--- config.mk ---
export PLATFORM = sky130hd
export DESIGN_NAME = var_delay_pipe
export DESIGN_NICKNAME = d
export VERILOG_FILES = /design/src/rtl/var_delay_pipe.sv
export SDC_FILE = /design/constraint.sdc
export NUM_CORES = 1
export LEC_CHECK = 0
export CORE_MARGIN = 10
export CORE_UTILIZATION = 52
export CTS_BUF_LIST = sky130_fd_sc_hd__clkbuf_16
export DETAILED_ROUTE_END_ITERATION = 12
export GPL_TIMING_DRIVEN = 0
export MAX_ROUTING_LAYER = met4
export PLACE_DENSITY = 0.79
export SLEW_MARGIN = 20
export SYNTH_ARGS = -nofsm -noshare
export SYNTH_HDL_FRONTEND = slang
export SYNTH_SLANG_ARGS = --single-unit
export TNS_END_PERCENT = 10
--- constraint.sdc ---
create_clock -name clk -period 6.9 [get_ports clk]
set_input_delay 1.035 -clock clk [delete_from_list [all_inputs] [get_ports clk]]
set_output_delay 1.035 -clock clk [all_outputs]
set_load 0.02 [all_outputs]
--- src/rtl/var_delay_pipe.sv ---
// -----------------------------------------------------------------------------
// var_delay_pipe
// Pipeline with a run-time selectable delay of 1..MAX_DEPTH enabled cycles.
// A requested delay is latched only while the pipe is empty, so samples that
// are already in flight always leave with the delay they entered with.
//
// Ports
//   clk       : clock, all state changes on the rising edge
//   rst       : asynchronous active-high reset
//   din       : input data
//   valid_in  : din qualifier
//   en        : advance the pipe; 0 freezes stages and outputs
//   flush     : synchronous clear of every in-flight sample (wins over en)
//   delay     : requested delay in enabled cycles
//   dout      : delayed data (registered, meaningful only with valid_out)
//   valid_out : dout qualifier (registered)
//   inflight  : accepted samples not yet presented on valid_out
//   cfg_err   : sticky flag, set by an out-of-range delay seen while empty
// -----------------------------------------------------------------------------
module var_delay_pipe #(
  parameter int WIDTH     = 8,
  parameter int MAX_DEPTH = 16
) (
  input  logic                           clk,
  input  logic                           rst,
  input  logic [WIDTH-1:0]               din,
  input  logic                           valid_in,
  input  logic                           en,
  input  logic                           flush,
  input  logic [$clog2(MAX_DEPTH+1)-1:0] delay,
  output logic [WIDTH-1:0]               dout,
  output logic                           valid_out,
  output logic [$clog2(MAX_DEPTH+1)-1:0] inflight,
  output logic                           cfg_err
);

  localparam int DW = $clog2(MAX_DEPTH + 1);
  localparam logic [DW-1:0] ZERO_D = {DW{1'b0}};
  localparam logic [DW-1:0] ONE_D  = DW'(32'd1);
  localparam logic [DW-1:0] MAX_D  = DW'(MAX_DEPTH);

  // Registered state
  logic [MAX_DEPTH-1:0]            stage_vld_r;
  logic [MAX_DEPTH-1:0][WIDTH-1:0] stage_dat_r;
  logic [DW-1:0]                   cd_r;
  logic [DW-1:0]                   inflight_r;
  logic [WIDTH-1:0]                dout_r;
  logic                            valid_out_r;
  logic                            cfg_err_r;

  // Combinational next-state
  logic [DW-1:0]                   ed_s;
  logic                            delay_bad_s;
  logic                            accept_s;
  logic                            tap_vld_s;
  logic [WIDTH-1:0]                tap_dat_s;
  logic [MAX_DEPTH-1:0]            nxt_vld_s;
  logic [MAX_DEPTH-1:0][WIDTH-1:0] nxt_dat_s;
  logic [DW-1:0]                   inflight_nxt_s;

  assign dout      = dout_r;
  assign valid_out = valid_out_r;
  assign inflight  = inflight_r;
  assign cfg_err   = cfg_err_r;

  // Effective delay: take the (clamped) request only when nothing is in flight.
  always_comb begin
    delay_bad_s = (delay == ZERO_D) || (delay > MAX_D);
    if (inflight_r == ZERO_D) begin
      if (delay == ZERO_D) begin
        ed_s = ONE_D;
      end else if (delay > MAX_D) begin
        ed_s = MAX_D;
      end else begin
        ed_s = delay;
      end
    end else begin
      ed_s = cd_r;
    end
  end

  // Output tap: one-hot AND-OR select of stage[ed_s-1].
  always_comb begin
    tap_vld_s = 1'b0;
    tap_dat_s = {WIDTH{1'b0}};
    for (int i = 0; i < MAX_DEPTH; i++) begin
      tap_vld_s = tap_vld_s | (stage_vld_r[i] & (ed_s == DW'(i + 1)));
      tap_dat_s = tap_dat_s | (stage_dat_r[i] & {WIDTH{ed_s == DW'(i + 1)}});
    end
  end

  // Shift network; valid bits at or beyond the tap are dropped so a later
  // delay increase can never expose an old sample.
  always_comb begin
    accept_s     = valid_in & en & ~flush;
    nxt_vld_s    = {MAX_DEPTH{1'b0}};
    nxt_dat_s    = stage_dat_r;
    nxt_vld_s[0] = accept_s;
    nxt_dat_s[0] = din;
    for (int i = 1; i < MAX_DEPTH; i++) begin
      nxt_vld_s[i] = stage_vld_r[i-1] & (DW'(i) < ed_s);
      nxt_dat_s[i] = stage_dat_r[i-1];
    end
  end

  // In-flight counter: +1 on accept, -1 when a sample reaches the output.
  always_comb begin
    case ({accept_s, tap_vld_s})
      2'b10:   inflight_nxt_s = inflight_r + ONE_D;
      2'b01:   inflight_nxt_s = inflight_r - ONE_D;
      default: inflight_nxt_s = inflight_r;
    endcase
  end

  // State update: reset, then flush (over en), then enabled advance.
  // cfg_err is sampled every edge, independent of en.
  always_ff @(posedge clk or posedge rst) begin
    if (rst) begin
      stage_vld_r <= {MAX_DEPTH{1'b0}};
      stage_dat_r <= {(MAX_DEPTH*WIDTH){1'b0}};
      cd_r        <= ONE_D;
      inflight_r  <= ZERO_D;
      dout_r      <= {WIDTH{1'b0}};
      valid_out_r <= 1'b0;
      cfg_err_r   <= 1'b0;
    end else if (flush) begin
      stage_vld_r <= {MAX_DEPTH{1'b0}};
      inflight_r  <= ZERO_D;
      valid_out_r <= 1'b0;
      cfg_err_r   <= 1'b0;
    end else begin
      if (delay_bad_s && (inflight_r == ZERO_D)) begin
        cfg_err_r <= 1'b1;
      end
      if (en) begin
        stage_vld_r <= nxt_vld_s;
        stage_dat_r <= nxt_dat_s;
        cd_r        <= ed_s;
        inflight_r  <= inflight_nxt_s;
        valid_out_r <= tap_vld_s;
        dout_r      <= tap_dat_s;
      end
    end
  end

endmodule

==> results.tsv, run 1 <==
stage	metric	value	unit
status	status	finished clean	
routing	first_pass_iters	6	
power	p_sw_share	37.56	%
worst_setup_path	cp-end-kind	flip-flop	
sta	min_period	5.647	ns
routing	wl	23870	um
power	ir_drop	0.2399	mV
global_routing	grt_max_degree	84	
floorplanning	dieArea	20600	um2
synthesis	syn-num-nets	933	
sta	tightest_slew	1.158	ns
power	power	3323	uW
synthesis	yosysTopAreaCellShare	51.40	%
routing	drtAntennaViolNets	0	
sta	slew_headroom	22.52	%
synthesis	synthesis.area	7936	um2
worst_setup_path	crit_family	simple AND/OR/NAND/NOR gates	
power	leakagePower	0.004435	uW
routing	drt-wirelength-per-cell	20.54	um
global_routing	grt_pass1_wl	37670	um
clocking	cts_tree	built	
power	combPwrFrac	31.1	%
sta	whs	0.4792	ns
worst_setup_path	cp.required	7.26	ns
routing	route.met3.wl	2368	um
synthesis	synth_edf_count	0	
synthesis	syn_area_per_cell	8.712	um2
final_layout	area_growth	14.87	%
final_layout	nets	983	
worst_setup_path	worst-path-buf-inv	3	
floorplanning	core_area	15090	um2
final_layout	seq_area	4105	um2
synthesis	yosysMostFrequentCell	nand2_1	
routing	met1_length	9243	um
clocking	numCtsBuffers	17	
sta	skew	0.006026	ns
clocking	clk_pin_slew_worst_paths	0.06	ns
sta	finalSetupTns	0	ns
routing	routed-wl-met2	11070	um
worst_setup_path	start_kind	primary input	
worst_setup_path	slowest_stage	mux2i_2	
placed_design	io_buffers	29	
clocking	clkSinkCount	164	
clocking	clock_path_buffers	2	
worst_setup_path	path_max_fanout	10	
worst_setup_path	arrival	6.00	ns
clocking	htree_num_levels	4	
sta	finalSetupViolCount	0	
global_routing	grt_overflow	0	
synthesis	ys.flop_type	dfrtp_1	
routing	first_iter_violations	1017	
synthesis	synth.distinct_cells	70	
clocking	root_buffer	clkbuf_16	
sta	hold_violations	0	
routing	routed.top_layer	met4	
sta	rsz0062_at_grt	false	
routing	vias	7076	
power	p_seq_share	39.9	%
power	pwr-share-clk	29.0	%
placed_design	place_hpwl	15770	um
placed_design	dp_cells	1130	
worst_hold_path	hold_path_class	flip-flop to flip-flop	
final_layout	final_layout_size_suffix_gt1_share	7.290	%
global_routing	grt_pass1_vias	6954	
global_routing	track_usage	24.40	%
run	maxCapViolCount	0	
placed_design	routabilityCongestion	0.9817	
synthesis	synth_commonest_cells	426 x nand2_1, 163 x dfrtp_1, 50 x nor2_1	
synthesis	synth-async-reset-ratio	100.0	%
sta	min_period_over_period	81.84	%
worst_setup_path	path_class	primary input to flip-flop	
routing	drcViolationCount	0	
final_layout	fill_cells	1279	
clocking	insertion_delay	0.43	ns
floorplanning	io_pins	33	
final_layout	multi_input_area	3535	um2
synthesis	synth_top_area_cell	dfrtp_1	
final_layout	instances_no_fill	1162	
clocking	cts_setup_buffers	0	
clocking	postCtsHoldBufs	0	
power	power_density	364.5	nW/um2
power	switchingPower	1248	uW
synthesis	synth_cells	911	
power	p_int	2075	uW
sta	fmax	0.1771	GHz
synthesis	ys_ff_latch	164	
floorplanning	die_x	143.5	um
synthesis	ys.warnings.count	0	
global_routing	antenna_found_initial	0	
final_layout	antenna_cells	0	
sta	drv_slew	0	
floorplanning	die_h	143.5	um
synthesis	synth_seq_area_share	51.73	%
worst_setup_path	cp_slowest_stage_delay	0.77	ns
clocking	ctsResizeCount	0	
floorplanning	initial_core_util	52.60	%
routing	viasPerCell	6.090	
synthesis	ys_top_cells_by_area	dfrtp_1 51%, nand2_1 20%, nor2_1 2.4%, a222oi_1 2.0%, a221oi_1 1.8%	
worst_setup_path	path_cells	clkdlybuf4s50_1 -> nor4_1 -> inv_1 -> ha_1 -> clkbuf_8 -> nor3b_1 -> nand4_1 -> mux2i_2 -> a221o_2 -> a221oi_4 -> a21boi_2 -> xor2_1 -> ha_1 -> o31ai_1 -> nand2b_1 -> mux2i_1 -> nand4_1 -> a21oi_1	
floorplanning	std_cell_rows	45	
worst paths after layout:
| kind | from | endpoint | slack (ns) | cells after the start |
|---|---|---|---|---|
| min in group asynchronous | rst | cd_r[1] | 1.08 | 2 |
| setup reg to reg | inflight[1] | inflight[4] | 2.62 | 13 |
| hold reg to reg | stage_dat_r[124] | stage_dat_r[124] | 0.48 | 2 |
| max in group asynchronous | rst | nxt_dat_s[77] | 4.99 | 3 |
| hold / removal | stage_dat_r[124] | stage_dat_r[124] | 0.48 | 2 |
| setup / recovery | delay[1] | inflight[4] | 1.25 | 18 |
worst register-to-register path: stages (launching register included):
cell and delay, ns:
dfrtp_1 0.49, nor4_4 0.53, nand2_2 0.25, clkbuf_8 0.24
o41ai_4 1.01, a221oi_4 0.16, a21boi_2 0.36, xor2_1 0.11
ha_1 0.24, o31ai_1 0.20, nand2b_1 0.08, mux2i_1 0.24
nand4_1 0.13, a21oi_1 0.16
metrics by stage:
stage | setup slack (ns) | instance area (um2) | util (%)
2_1_floorplan | 1.433 | 7936 | -
3_3_place_gp | -0.7870 | 8462 | 56.08
3_5_place_dp | 0.9728 | 8524 | 56.49
4_1_cts | 1.397 | 9112 | 60.39
5_1_grt | 0.9558 | 9116 | 60.41
6_report | 1.253 | 9116 | 60.41
area by class of cell:
cell class / count / share of cell area [%]
Buffer: 47 / 3.061
Tap cell: 188 / 2.580
Sequential cell: 164 / 45.03
Clock inverter: 15 / 1.784
Inverter: 11 / 0.5353
Multi-Input combinational cell: 689 / 38.77
Clock buffer: 17 / 4.666
Timing Repair Buffer: 31 / 3.568
cell families after synthesis:
logic type / Yosys count / share of synthesized area (%)
AO/OA/AOI/OAI: 138 / 14.16
XOR/XNOR: 4 / 0.5361
adder cells (fa/ha/maj): 4 / 0.6306
buffers and inverters: 58 / 4.036
flip-flops: 164 / 51.73
multiplexers: 13 / 1.718
AND/OR/NAND/NOR: 530 / 27.20
flip-flops by register name (all words and copies together) (netlist names):
name and count:
dout 8, inflight 5, cfg_err 1, valid_out 1
stage_dat_r 8, stage_vld_r 16, nxt_dat_s 120, cd_r 5
power groups by stage:
| stage | clock network (uW) | logic [uW] | registers (uW) |
|---|---|---|---|
| 2_1_floorplan | 0 | 684 | 1300 |
| 3_3_place_gp | 0 | 974 | 1330 |
| 3_5_place_dp | 0 | 1000 | 1330 |
| 4_1_cts | 963 | 1020 | 1320 |
| 5_1_grt | 1000 | 1120 | 1340 |
| 6_report | 964 | 1030 | 1320 |
cell usage in the layout, fill, tap and decap left out, types with 7 or more instances in the layout:
| cell | netlist | layout |
|---|---|---|
| a21oi_1 | 23 | 23 |
| a221oi_1 | 16 | 16 |
| a222oi_1 | 16 | 16 |
| a22oi_1 | 14 | 14 |
| a31oi_1 | 9 | 9 |
| clkbuf_1 | 35 | 35 |
| clkbuf_16 | 0 | 17 |
| clkdlybuf4s50_1 | 0 | 29 |
| dfrtp_1 | 163 | 163 |
| inv_1 | 10 | 10 |
| mux2i_1 | 8 | 7 |
| nand2_1 | 426 | 426 |
| nand3_1 | 10 | 10 |
| nand4_1 | 9 | 9 |
| nor2_1 | 50 | 50 |
| o21ai_0 | 15 | 15 |
per-layer routing:
layer | track usage, % | vias to the layer above
met5 | - | -
met4 | 13.11 | 0
met3 | 7.030 | 101
met2 | 36.67 | 427
met1 | 29.26 | 3353
li1 | - | 3195
Power figures use the tool's default switching activity.
==> run 2: changes to the inputs <==
Clock period 6.9 ns to 5.45 ns, I/O delays scaled along.
==> run 2 against run 1 <==
Net effect:
- critical path depth unchanged
- clock power increased by 27%
- combinational power increased by 32%
- cell area increased by 0.65%
- final cell count increased by 0.52%
- first-iteration DRC count decreased by 2.9%
- die area unchanged
- count of clock-buffer cells in the layout unchanged
- power increased by 28%
- sequential power increased by 27%
- highest routed layer unchanged
- via count increased by 1.7%
- register-to-register slack got worse by 1.3 ns
==> results.tsv, run 2 (same netlist as run 1, synthesis figures left out) <==
stage	metric	value	unit	change
worst_hold_path	worst_hold_path.num_cells	2		unchanged
clocking	clock_path_buffers	2		unchanged
final_layout	largest_reg_flops	120		unchanged
worst_setup_path	arrival	5.51	ns	was 6.00 ns
floorplanning	die_h	143.5	um	unchanged
floorplanning	dieArea	20600	um2	unchanged
placed_design	io_buffers	29		unchanged
worst_setup_path	cp_slowest_stage_delay	0.73	ns	was 0.77 ns
routing	wl	24170	um	was 23870 um
power	p_sw_share	37.63	%	was 37.56%
final_layout	antenna_cells	0		unchanged
floorplanning	io_pins	33		unchanged
final_layout	final_layout_size_suffix_gt1_share	7.959	%	was 7.290%
power	p_int	2657	uW	was 2075 uW
worst_setup_path	r2r_cells	14		was 13
clocking	postCtsHoldBufs	0		unchanged
worst_hold_path	hold_path_class	flip-flop to flip-flop		unchanged
worst_setup_path	crit_top_cell	ha_1		
clocking	htree_num_levels	4		unchanged
clocking	insertion_delay	0.43	ns	about the same
worst_setup_path	slowest_stage	o31ai_4		was mux2i_2
final_layout	nets	989		was 983
sta	finalSetupViolCount	0		unchanged
worst_setup_path	path_cells	clkdlybuf4s50_1 -> nor4_1 -> inv_1 -> ha_1 -> clkbuf_8 -> or3b_2 -> clkbuf_1 -> o31ai_4 -> a221o_2 -> a221oi_4 -> a21boi_2 -> xor2_1 -> ha_1 -> o31ai_1 -> nand2b_1 -> mux2i_1 -> nand4_1 -> a21oi_1		was clkdlybuf4s50_1 -> nor4_1 -> inv_1 -> ha_1 -> clkbuf_8 -> nor3b_1 -> nand4_1 -> mux2i_2 -> a221o_2 -> a221oi_4 -> a21boi_2 -> xor2_1 -> ha_1 -> o31ai_1 -> nand2b_1 -> mux2i_1 -> nand4_1 -> a21oi_1
floorplanning	initial_core_util	52.60	%	unchanged
global_routing	antenna_found_initial	0		unchanged
routing	vias	7197		was 7076
floorplanning	std_cell_rows	45		unchanged
power	switchingPower	1603	uW	was 1248 uW
sta	skew	0.006561	ns	was 0.006026 ns
worst_setup_path	path_class	primary input to flip-flop		unchanged
sta	tightest_slew	1.158	ns	about the same
sta	min_period_over_period	94.62	%	
power	combPwrFrac	32.0	%	was 31.1%
worst_setup_path	cp-end-kind	flip-flop		unchanged
sta	fmax	0.1939	GHz	
final_layout	final_util	60.80	%	was 60.41%
clocking	clk_pin_slew_worst_paths	0.07	ns	was 0.06 ns
final_layout	final_cell_mix	426 x nand2_1, 163 x dfrtp_1, 50 x nor2_1		unchanged
routing	drcViolationCount	0		unchanged
worst_setup_path	start_kind	primary input		unchanged
sta	min_period	5.157	ns	
placed_design	routabilityCongestion	0.9817		unchanged
global_routing	track_usage	24.40	%	unchanged
worst_setup_path	path_max_fanout	10		unchanged
global_routing	grt_max_degree	84		unchanged
worst_setup_path	path_depth	18		unchanged
clocking	clkSinkCount	164		unchanged
placed_design	place_hpwl	15770	um	unchanged
floorplanning	die_x	143.5	um	unchanged
routing	viasPerCell	6.162		was 6.090
run	maxCapViolCount	0		unchanged
worst_setup_path	crit_family	compound AO/OA/AOI/OAI gates		was simple AND/OR/NAND/NOR gates
status	status	finished clean		unchanged
floorplanning	core_area	15090	um2	unchanged
sta	slew_headroom	22.49	%	was 22.52%
sta	finalSetupTns	0	ns	unchanged
power	pwr-share-clk	28.6	%	was 29.0%
sta	rsz0062_at_grt	false		unchanged
power	leakagePower	0.004472	uW	was 0.004435 uW
final_layout	final_common_cell	nand2_1		unchanged
power	ir_drop	0.3030	mV	was 0.2399 mV
clocking	numCtsBuffers	17		unchanged
routing	drt-wirelength-per-cell	20.70	um	was 20.54 um
clocking	cts_tree	built		unchanged
global_routing	grt_pass1_vias	6954		unchanged
routing	first_iter_violations	988		was 1017
worst_setup_path	worst-path-buf-inv	4		was 3
routing	first_pass_iters	7		was 6
global_routing	grt_pass1_wl	37670	um	unchanged
power	power_density	464.4	nW/um2	was 364.5 nW/um2
worst_setup_path	cp.required	5.80	ns	was 7.26 ns
routing	drtAntennaViolNets	0		unchanged
clocking	root_buffer	clkbuf_16		unchanged
global_routing	grt_overflow	0		unchanged
sta	hold_violations	0		unchanged
final_layout	area_growth	15.61	%	was 14.87%
power	p_seq_share	39.4	%	was 39.9%
sta	drv_slew	0		unchanged
-- run 2: changes by cell type in the layout (fill, tap and decap cells not counted) --
| cell | previous run | this run |
|---|---|---|
| nor3b_1 | 1 | 0 |
| mux2i_2 | 1 | 0 |
| nor3b_2 | 0 | 1 |
| mux2i_4 | 0 | 1 |
| buf_4 | 1 | 7 |
-- run 2: final timing paths --
path / startpoint / end / slack, ns
worst min-delay path: stage_dat_r[125] / stage_dat_r[125] / 0.48
worst max-delay path: delay[1] / inflight[4] / 0.29
max in group asynchronous: rst / nxt_dat_s[77] / 3.78
worst max register to register: inflight[1] / inflight[4] / 1.32
min in group asynchronous: rst / cd_r[1] / 0.86
worst min register to register: stage_dat_r[125] / stage_dat_r[125] / 0.48
-- run 2: worst reg2reg max path, cell delays in order (launching register included) --
cell and delay [ns]:
dfrtp_1 0.49, or4_1 0.62, buf_6 0.18, nor2_2 0.37, o21ai_2 0.36, a22o_2 0.38
nor4_4 0.24, a21boi_2 0.17, xor2_1 0.17, ha_1 0.24, o31ai_1 0.20, nand2b_1 0.08
mux2i_1 0.24, nand4_1 0.14, a21oi_1 0.17
-- run 2: power groups by stage --
stage | registers (uW) | logic, uW | clock network (uW)
3_3_place_gp | 1680 | 1230 | 0
6_report | 1680 | 1360 | 1220
5_1_grt | 1700 | 1460 | 1270
2_1_floorplan | 1650 | 865 | 0
4_1_cts | 1670 | 1290 | 1220
3_5_place_dp | 1680 | 1270 | 0
-- run 2: routing by layer --
| metal | GRT usage (%) | wire [um] | up-vias |
|---|---|---|---|
| met3 | 7.030 | 2589 | 102 |
| met2 | 36.67 | 11140 | 470 |
| met1 | 29.26 | 9212 | 3411 |
| li1 | - | - | 3214 |
| met4 | 13.11 | 1228 | 0 |
| met5 | - | 0 | - |
-- run 2: per-stage QoR --
stage          cell area (um2)  hold WS, ns  std cells  worst slack [ns]  power, uW
2_1_floorplan             7936       0.4416        911            0.2008       2512
3_3_place_gp              8462       0.4591       1128            -2.020       2913
3_5_place_dp              8524       0.4589       1130           -0.2597       2955
4_1_cts                   9112       0.4774       1162            0.1643       4171
5_1_grt                   9175       0.5111       1168           0.01692       4430
6_report                  9175       0.4788       1168            0.2932       4261
-- run 2: area by class of cell --
type	count	area, um2
tap	188	235.2
clock buffer	17	425.4
multi-input combinational	689	3548
sequential	164	4105
clock inverter	15	162.7
buffer	47	279.0
inverter	11	48.80
timing repair buffer	37	370.4
fill	1272	5914
-- run 2: what timing repair did --
item / CTS / global route
endpoints found under the setup margin: 0 / 2
setup buffers: 0 / 6
gates resized for setup: 0 / 2
==> variant (flow settings as in run 1) <==
Set the parameter `WIDTH` to 10 (it was 8).
--- a/src/rtl/var_delay_pipe.sv
+++ b/src/rtl/var_delay_pipe.sv
@@ -18,7 +18,7 @@
 //   cfg_err   : sticky flag, set by an out-of-range delay seen while empty
 // -----------------------------------------------------------------------------
 module var_delay_pipe #(
-  parameter int WIDTH     = 8,
+  parameter int WIDTH     = 10,
   parameter int MAX_DEPTH = 16
 ) (
   input  logic                           clk,
Ports: changed (resized din and dout); port bits go from 33 to 37. No check against the original RTL was run, so the function may have changed too.
==> variant against run 1 <==
Final cell count rose by 19%. Area after synthesis rose by 17%. Cell area rose by 15%. Setup slack got worse by 0.43 ns. Die area rose by 15%. Largest cell class unchanged. Sequential cell count rose by 34. Routed wire length rose by 22%.
Power is not compared: it rests on default switching activity, and its combinational part moved more than twofold at a synthesized area within 25%.
==> variant: results (changes against run 1) <==
Placement
  – RePlAce Congestion: 1.01 (+2.8%)
  – I/O Buffers: 34 (+17%)
  – DP Wirelength: 20500 um (+30%)
  – Post-place setup slack: 0.482 ns (-0.490 ns)

Drt
  – Drt via density: 6.15 (+1.1%)
  – Final wirelength: 29100 um (+22%)
  – DRT Pass-1 Iters: 10 (+4)
  – Initial DRC Count: 1216 (+20%)

Yosys
  – Ranking of synthesized cells by area: dfrtp_1, nand2_1, a22oi_1
  – Ys flop type: dfrtp_1
  – Syn nets: 1115 (+20%)
  – Commonest cells in the netlist: nand2_1, dfrtp_1, clkbuf_1
  – Sequential area share after synthesis: 53.4% (+1.7 points)
  – Unique masters post-synth: 64 (-8.6%)

Clock tree
  – CTS clk-pin slew, worst paths: 0.08 ns (+0.02 ns)
  – Clk_lat worst skew: 0.45 ns (+0.02 ns)

Global routing
  – GRT Total Usage: 24.8% (+0.38 points)
  – Vias in the first global route: 8058 (+16%)
  – First-pass GRT wire length: 45300 um (+20%)
  – Largest net degree at the start of global routing: 72 (-14%)

Setup path
  – Worst R2R Setup Slack: 2.08 ns (-0.54 ns)
  – Worst r2r path cells: 16 (+3)
  – Worst-path fanout max: 9 (-1)

Final layout
  – Largest register FFs: 150 (+25%)
  – NumNets Final: 1170 (+19%)
  – FILL cells: 1512 (+18%)
  – Share of layout cells above drive strength 1: 4.66% (-2.6 points)

Timing
  – FMAX: 165 MHz (-7.1%)
  – Worst rel slew slack: 37.0% (+14 points)
  – Clock Skews: 0.0101 ns (+0.00405 ns)

Outcome
  – Status: finished, final reports clean
-- variant: cells by family after synthesis --
logic type / count (synthesis) / synth area share [%]
AND/OR/NAND/NOR: 631 / 27.8
flip-flops: 198 / 53.4
AO/OA/AOI/OAI: 167 / 13.9
buffers and inverters: 84 / 3.71
multiplexers: 4 / 0.445
adder cells (fa/ha/maj): 4 / 0.539
XOR/XNOR: 3 / 0.283
-- variant: layer usage --
layer / vias up / routed length [um] / global-route usage, %
met2: 528 / 13300 / 37.0
met1: 4043 / 11200 / 30.6
li1: 3823 / - / -
met5: - / 0 / -
met3: 117 / 2870 / 5.08
met4: 0 / 1780 / 14.9
-- variant: critical path, cell delays in order --
cell	delay, ns
clkdlybuf4s50_1	0.54
or3_1	0.40
nor2_1	0.15
inv_1	0.07
ha_1	0.18
buf_2	0.17
or4b_4	0.60
or4_1	0.42
o21ai_0	0.51
a22oi_1	0.23
o2111ai_1	0.23
nor2_2	0.14
a21oi_1	0.22
xor2_1	0.10
ha_1	0.23
o31a_1	0.25
a2111oi_1	0.36
a31oi_1	0.11
or3_1	0.33
a21oi_1	0.17
-- variant: final timing paths --
| kind | from | end |
|---|---|---|
| worst max-delay path | delay[3] | inflight[4]$_DFFE_PP0P_ |
| worst min-delay path | stage_dat_r[152]$_DFFE_PP0P_ | stage_dat_r[152]$_DFFE_PP0P_ |
| worst max register to register | inflight[0]$_DFFE_PP0P_ | inflight[4]$_DFFE_PP0P_ |
| worst min register to register | stage_dat_r[152]$_DFFE_PP0P_ | stage_dat_r[152]$_DFFE_PP0P_ |
| max in group asynchronous | rst | nxt_dat_s[87]$_DFFE_PP0P_ |
| min in group asynchronous | rst | dout[1]$_DFFE_PP0P_ |
-- variant: cell type report --
cell class / count / area (um^2) / share of cell area [%]
repair buffers: 36 / 395 / 3.76
plain buffers: 72 / 299 / 2.84
well taps: 225 / 282 / 2.68
clock buffers: 17 / 425 / 4.05
clock inverters: 14 / 119 / 1.13
multi-input cells: 809 / 3980 / 37.9
inverters: 12 / 52.6 / 0.500
flip-flops and latches: 198 / 4960 / 47.1
-- variant: per-stage QoR --
stage          util (%)  instances  hold WS [ns]  cell area (um^2)
3_5_place_dp       57.2       1352         0.464              9970
2_1_floorplan         -       1091         0.446              9280
4_1_cts            60.4       1383         0.487             10500
3_3_place_gp       56.9       1350         0.459              9900
5_1_grt            60.4       1383         0.498             10500
6_report           60.4       1383         0.487             10500
-- variant: power by group through the flow --
| stage | Clock [mW] | Combinational (mW) | Sequential, mW |
|---|---|---|---|
| floorplan | 0 | 0.281 | 1.50 |
| global placement | 0 | 0.402 | 1.58 |
| detailed placement | 0 | 0.422 | 1.57 |
| CTS | 0.946 | 0.424 | 1.56 |
| global route | 0.999 | 0.481 | 1.58 |
| finish | 0.942 | 0.427 | 1.57 |
